$ cat src/rtl/div11_pkg.sv
// Shared constants, state encoding and operand helpers for the divide-by-11
// reconstruction datapath.
package div11_pkg;

  localparam int DIVISOR = 11;
  localparam int DIGIT_W = 4;
  localparam logic [DIGIT_W-1:0] R_MAX = 4'd10;

  typedef enum logic [1:0] {
    IDLE = 2'd0,
    RUN  = 2'd1,
    DONE = 2'd2
  } state_t;

  // A remainder above DIVISOR-1 can never come out of a real divide.
  function automatic logic r_illegal(input logic [DIGIT_W-1:0] r);
    return (r > R_MAX);
  endfunction

endpackage

$ cat src/rtl/mul11_digit.sv
// One radix-16 digit step of 11*d + cin, split into a result digit and a carry.
// Purely combinational so it can be replicated for an unrolled variant.
module mul11_digit
  import div11_pkg::*;
(
  input  logic [DIGIT_W-1:0] d,
  input  logic [DIGIT_W-1:0] cin,
  output logic [DIGIT_W-1:0] dout,
  output logic [DIGIT_W-1:0] cout
);

  // 11*15 + 15 = 180 still fits, so illegal carries never wrap.
  logic [2*DIGIT_W-1:0] p_s;

  assign p_s  = (8'(DIVISOR) * {4'd0, d}) + {4'd0, cin};
  assign dout = p_s[DIGIT_W-1:0];
  assign cout = p_s[2*DIGIT_W-1:DIGIT_W];

endmodule

$ cat src/rtl/div11_recon_serial.sv
// Digit-serial rebuild of x = 11*q + r, one radix-16 digit per clock, with
// valid/ready handshakes on both sides.
module div11_recon_serial
  import div11_pkg::*;
#(
  parameter int W = 32
) (
  input  logic           clk,
  input  logic           rst,
  input  logic           in_valid,
  output logic           in_ready,
  input  logic [W-1:0]   q_in,
  input  logic [3:0]     r_in,
  output logic           out_valid,
  input  logic           out_ready,
  output logic [W+3:0]   x_out,
  output logic           r_err
);

  localparam int NDIG  = W / DIGIT_W;
  localparam int CNT_W = $clog2(NDIG) + 1;
  localparam logic [CNT_W-1:0] LAST_CNT = CNT_W'(NDIG - 1);

  state_t                 state_r;
  logic [W-1:0]           qs_r;
  logic [DIGIT_W-1:0]     carry_r;
  logic [CNT_W-1:0]       cnt_r;
  // Holds all digits but the last; the last one goes straight into x_out.
  logic [W-DIGIT_W-1:0]   acc_r;
  logic [W+3:0]           x_out_r;
  logic                   r_err_r;
  logic                   in_ready_r;
  logic                   out_valid_r;

  logic [DIGIT_W-1:0]     dout_s;
  logic [DIGIT_W-1:0]     cout_s;

  mul11_digit u_digit (
    .d    (qs_r[DIGIT_W-1:0]),
    .cin  (carry_r),
    .dout (dout_s),
    .cout (cout_s)
  );

  // Control FSM, datapath registers and registered handshake outputs.
  always_ff @(posedge clk) begin
    if (rst) begin
      state_r     <= IDLE;
      qs_r        <= '0;
      carry_r     <= 4'd0;
      cnt_r       <= '0;
      acc_r       <= '0;
      x_out_r     <= '0;
      r_err_r     <= 1'b0;
      in_ready_r  <= 1'b1;
      out_valid_r <= 1'b0;
    end else begin
      case (state_r)
        IDLE: begin
          if (in_valid && in_ready_r) begin
            qs_r       <= q_in;
            carry_r    <= r_in;
            cnt_r      <= '0;
            acc_r      <= '0;
            r_err_r    <= r_illegal(r_in);
            in_ready_r <= 1'b0;
            state_r    <= RUN;
          end else begin
            state_r    <= IDLE;
          end
        end
        RUN: begin
          qs_r    <= qs_r >> DIGIT_W;
          carry_r <= cout_s;
          cnt_r   <= cnt_r + CNT_W'(1);
          acc_r   <= {dout_s, acc_r[W-DIGIT_W-1:DIGIT_W]};
          if (cnt_r == LAST_CNT) begin
            x_out_r     <= {cout_s, dout_s, acc_r};
            out_valid_r <= 1'b1;
            state_r     <= DONE;
          end else begin
            state_r     <= RUN;
          end
        end
        DONE: begin
          if (out_ready) begin
            out_valid_r <= 1'b0;
            in_ready_r  <= 1'b1;
            state_r     <= IDLE;
          end else begin
            state_r     <= DONE;
          end
        end
        default: begin
          state_r     <= IDLE;
          in_ready_r  <= 1'b1;
          out_valid_r <= 1'b0;
        end
      endcase
    end
  end

  assign in_ready  = in_ready_r;
  assign out_valid = out_valid_r;
  assign x_out     = x_out_r;
  assign r_err     = r_err_r;

endmodule

$ cat config.mk
export PLATFORM = sky130hd
export DESIGN_NAME = div11_recon_serial
export DESIGN_NICKNAME = d
export VERILOG_FILES = /design/src/rtl/div11_pkg.sv /design/src/rtl/mul11_digit.sv /design/src/rtl/div11_recon_serial.sv
export SDC_FILE = /design/constraint.sdc
export NUM_CORES = 1
export LEC_CHECK = 0
export CORE_MARGIN = 2
export CORE_UTILIZATION = 24
export CTS_CLUSTER_SIZE = 12
export DETAILED_ROUTE_END_ITERATION = 8
export GPL_TIMING_DRIVEN = 0
export PLACE_DENSITY = 0.41
export RECOVER_POWER = 25
export SLEW_MARGIN = 20
export SYNTH_ARGS = -nofsm -noshare
export SYNTH_HDL_FRONTEND = slang
export SYNTH_SLANG_ARGS = --single-unit
$ cat constraint.sdc
create_clock -name clk -period 5.9 [get_ports clk]
set_input_delay 0.59 -clock clk [delete_from_list [all_inputs] [get_ports clk]]
set_output_delay 0.59 -clock clk [all_outputs]
set_load 0.03 [all_outputs]
-- Word-level counts from Yosys, hierarchy flattened
Cells that the tools add are included.
- add/subtract/negate cells: 2
- $mul: 1
- magnitude comparators: 1
- equal/unequal tests: 6
- multiplexer cells: 18
- bitwise operators: 2
- reductions and logical operators: 8
- operator list (operator ; count):
    $pmux 32 s2 ; 1
    $pmux 28 s2 ; 1
    $mux 32 ; 1
    $mux 28 ; 1
    $pmux 4 s2 ; 2
    $add 8x4->8 ; 1
    $mul 4x4->8 const A ; 1
    $mux 4 ; 2
    $ne 2x2->1 const B ; 3
    $pmux 1 s3 ; 2
    $pmux 2 s3 ; 1
    $reduce_and 2->1 ; 3
    $reduce_and 3->1 ; 2
    $mux 1 ; 5
    $add 4x1->4 const B ; 1
    $eq 4x3->1 const B ; 1
    $gt 4x4->1 const B ; 1
    $mux 2 ; 2
    $eq 2x1->1 const B ; 1
    $eq 2x2->1 const B ; 1
    $logic_not 2->1 ; 1
    $not 1->1 ; 2
    $reduce_bool 2->1 ; 1
    $logic_and 1x1->1 ; 1
- flip-flop bits (word level): 109
- input bits: 40
- output and inout bits: 39
- logic and storage cells: 47

-- Depth between registers and ports, before layout
- depth after elaboration: 3
- depth in mapped cells: 10
- mapped depth without buffers: 10

-- Modules after synthesis
Synthesis repeated with hierarchy kept, for this count alone.
- cell total of the unflattened synthesis: 563
- area, all modules: 5003.5 um^2
- modules (own cells, without submodules) (module ; times used ; cells an instance ; area an instance (um^2) ; sequential area each (um^2)):
    div11_recon_serial ; 1 ; 510 ; 4513.1 ; 2182.1
    mul11_digit ; 1 ; 53 ; 490.5 ; 0.0

-- Worst setup path after synthesis
No wires, ideal clock.
- kind: reg-to-reg
- start point: register qs_r[2]
- end point: register x_out_r[34], in the netlist x_out[34]
- library setup time: 0.134 ns
- data arrival time: 2.993 ns
- required time: 5.766 ns
- path slack: 2.773 ns
- stages on the path, launching flop included: 11
- path buffers: 0
- period minus slack after synthesis: 3.127 ns
- path through: dfxtp_1 -> inv_1 -> ha_1 -> fa_1 -> inv_1 -> ha_1 -> ha_1 -> and3_1 -> a221o_1 -> and3_1 -> or4_1
- word-level cells in the longest chain between the ends: 2
- ends and longest elaborated chain (item ; line ; source):
    from (decl) ; div11_recon_serial.sv:25 ; logic [W-1:0] qs_r;
    from (signal assigned) ; div11_recon_serial.sv:61 ; qs_r <= q_in;
    from (signal assigned) ; div11_recon_serial.sv:73 ; qs_r <= qs_r >> DIGIT_W;
    $mul 4x4->8 ; mul11_digit.sv:15 ; assign p_s = (8'(DIVISOR) * {4'd0, d}) + {4'd0, cin};
    $add 8x4->8 ; mul11_digit.sv:15 ;
    to (signal assigned) ; div11_recon_serial.sv:78 ; x_out_r <= {cout_s, dout_s, acc_r};
    to (decl) ; div11_recon_serial.sv:30 ; logic [W+3:0] x_out_r;
Every way passes these cells.
A chain may end at the register's enable or synchronous reset.

-- Worst setup path in the final report
Same ends and word-level chain as after synthesis.

==> results.md <==
* Status: finished clean
* R2r setup slk at 2.60 ns
* Initial core utilization at 24.54%
* CTS buffer count at 9
* Crit-path cells: inv_1, ha_1, fa_1, inv_1, ha_1, ha_1, and3_1, a221o_1, and3_1, or4_1
* Ports at 79
* Die width at 142.8 um
* Clk_skew at 0.01084 ns
* Number of diodes at 0
* Die area at 20380 sq um
* Clk root buf: clkbuf_16
* Yosys top cell by area: dfxtp_1
* Yosys reg bits at 109
* Highest-delay cell along the critical path: fa_1
* CP bufs+invs at 2
* Hold_ws at 0.4518 ns
* Commonest non-fill, non-tap cells in the layout: 109 x dfxtp_1, 103 x nand2_1, 95 x nor2_1
* Most area-consuming cells after synthesis: dfxtp_1 47%, nand2_1 8.4%, a21oi_1 8.2%
* Remaining antenna violation count at 0
* Nets at 731
* Worst hold path type: flip-flop to flip-flop
* Combinational share of power at 14.3%
* Peak supply drop at 0.0001417 V
* Worst-margin pin slew at 0.6935 ns
* Post-Syn Nets at 642
* P_int at 0.001144 W
* YS warnings at 0
* Top FF cell, synth: dfxtp_1
* Setup total negative slack at 0 ns
* Mapped cell area at 4622 sq um
* Mapped Cells at 580
* Pins Over Slew Limit at 0
* PostCTS Resize Cnt at 0
* Area grow syn2layout at 29.67%
* Skew-Pair Late Insertion Delay at 0.36 ns
* Sequential element share of the synthesized area at 47.21%
* Synth top area share at 47.21%
* CTS sink cnt at 109
* Slowest stage delay, CP at 0.51 ns
* Share of cells above drive strength 1 at 5.052%
* Number of DRC markers in iteration 0 at 255
* Crit path max-delay family: adder cells
* CP dominant cell by count: ha_1
* Post-DP HPWL at 10340 um
* Fmax at 303.4 MHz
* Grt ovf at 0
* Worst Path Required at 6.13 ns
* Placement Rows at 50
* Max-cap violations at 0
* Initial antenna violation count at 0
* First-pass GRT wire length at 21860 um
* Max transition margin at 53.77%
* H-tree levels at 3
* Pin count of the biggest net entering global routing at 18
* Yosys cell types at 42
* GP Congestion at 0.8272
* CP max FO at 5
* Crit path kind: flip-flop to flip-flop
* Vias per cell at 4.522
* Core area at 18830 sq um
* Startpoint Class: flip-flop
* DRC errors left at 0
* CTS Hold Bufs at 0
* Drt pass-1 iters at 4
* Number of synthesized flops with an enable pin at 0
* Ys async rst share at 0%
* Clock power frac at 35.9%
* Switching Fraction at 27.85%
* Pwr per Cell Area at 264.6 nW/um^2
* Commonest non-fill, non-tap cell in the layout: dfxtp_1
* Via count of the first global-routing pass at 4163
* RSZ-0062 raised after global routing: no
* Fin. Hold Viols at 0
* Mean post-synth cell area at 7.969 sq um
* Post-layout minimum cycle time at 3.296 ns
* CTS tree: yes
* Arr. time, crit path at 3.53 ns
* DIE HEIGHT at 142.8 um
* Clock buffer depth at 2
* Post-CTS setup buffers at 0
* Seq pwr share at 49.8%
* Drt total wl at 13660 um
* Tcrit/Tclk final at 55.86%
* Gr usage total at 13.84%
* Setup-failing EPs final at 0
* Wire per inst at 14.64 um
* Leak pwr at 2.304 nW
* Reg clk slew, reported paths at 0.07 ns
* Crit end category: flip-flop
* Switch Pwr at 0.0004416 W
* Port Buffer Count at 78
* Via Count at 4219
-- cells by family after synthesis --
logic type,share of synthesized area (%)
adder cells (fa/ha/maj),6.443
XOR/XNOR,0.1895
AND/OR/NAND/NOR,29.10
buffers and inverters,4.548
multiplexers,0.4602
AO/OA/AOI/OAI,12.05
flip-flops,47.21
-- state kept, by name (all words and copies together) (netlist names) --
register	flops
out_valid	1
in_ready	1
x_out	36
qs_r	32
cnt_r	4
carry_r	4
state_r	2
acc_r	28
r_err	1
-- synth_stat cells (all sizes together) (2+ instances only) --
cell type	count
buf	19
nor2b	3
nor3	2
o211ai	5
dfxtp	109
inv	8
nand3	34
nor2	95
nand4	3
clkbuf	24
or2	2
o21ai	2
a22oi	6
nand2b	4
nor4	27
fa	3
nand3b	5
nor3b	2
or4	6
ha	19
a21oi	76
nand2	103
and3	6
-- final timing paths --
| path | from | end | depth (start not counted) |
|---|---|---|---|
| setup / recovery | qs_r[2]$_SDFFE_PP0P_ | x_out[34]$_SDFFE_PP0P_ | 10 |
| hold / removal | x_out[7]$_SDFFE_PP0P_ | x_out[7]$_SDFFE_PP0P_ | 2 |
| setup reg to reg | qs_r[2]$_SDFFE_PP0P_ | x_out[34]$_SDFFE_PP0P_ | 10 |
| hold reg to reg | x_out[7]$_SDFFE_PP0P_ | x_out[7]$_SDFFE_PP0P_ | 2 |
-- area by class of cell --
type / instances / area [sq um]
plain buffers: 43 / 180.2
clock buffers: 11 / 232.7
inverters: 8 / 30.03
clock inverters: 4 / 32.53
well taps: 260 / 325.3
fillers: 2029 / 12840
repair buffers: 78 / 780.7
multi-input cells: 420 / 2230
flip-flops and latches: 109 / 2182
-- layer usage --
layer | wire length [um] | global-route usage (%)
met1 | 6966 | 19.02
met2 | 5955 | 21.48
met3 | 531 | 2.448
met4 | 202 | 5.628
met5 | 0 | 0
-- per-stage QoR --
| stage | total power (W) | std cells | area [sq um] | worst slack (ns) | util [%] |
|---|---|---|---|---|---|
| 3_3_place_gp | 0.001035 | 918 | 5728 | 2.612 | 30.42 |
| 5_1_grt | 0.001662 | 933 | 5993 | 2.463 | 31.83 |
| 2_1_floorplan | 0.0009425 | 580 | 4622 | 2.773 | - |
| 6_report | 0.001586 | 933 | 5993 | 2.604 | 31.83 |
| 4_1_cts | 0.001610 | 933 | 5993 | 2.592 | 31.83 |
| 3_5_place_dp | 0.001035 | 918 | 5728 | 2.607 | 30.42 |
-- tightest hold or removal path: stages (launching register included) --
cell and delay, ns:
dfxtp_1 0.31, nand2_1 0.05, a21oi_1 0.05
-- power groups by stage --
| stage | Combinational, W | Clock [W] | Sequential [W] |
|---|---|---|---|
| 2_1_floorplan | 0.000141 | 0 | 0.000802 |
| 3_3_place_gp | 0.000229 | 0 | 0.000806 |
| 3_5_place_dp | 0.000229 | 0 | 0.000806 |
| 4_1_cts | 0.000230 | 0.000591 | 0.000789 |
| 5_1_grt | 0.000253 | 0.000616 | 0.000793 |
| 6_report | 0.000227 | 0.000570 | 0.000789 |
Note: power is estimated with default switching activity, not from simulation.
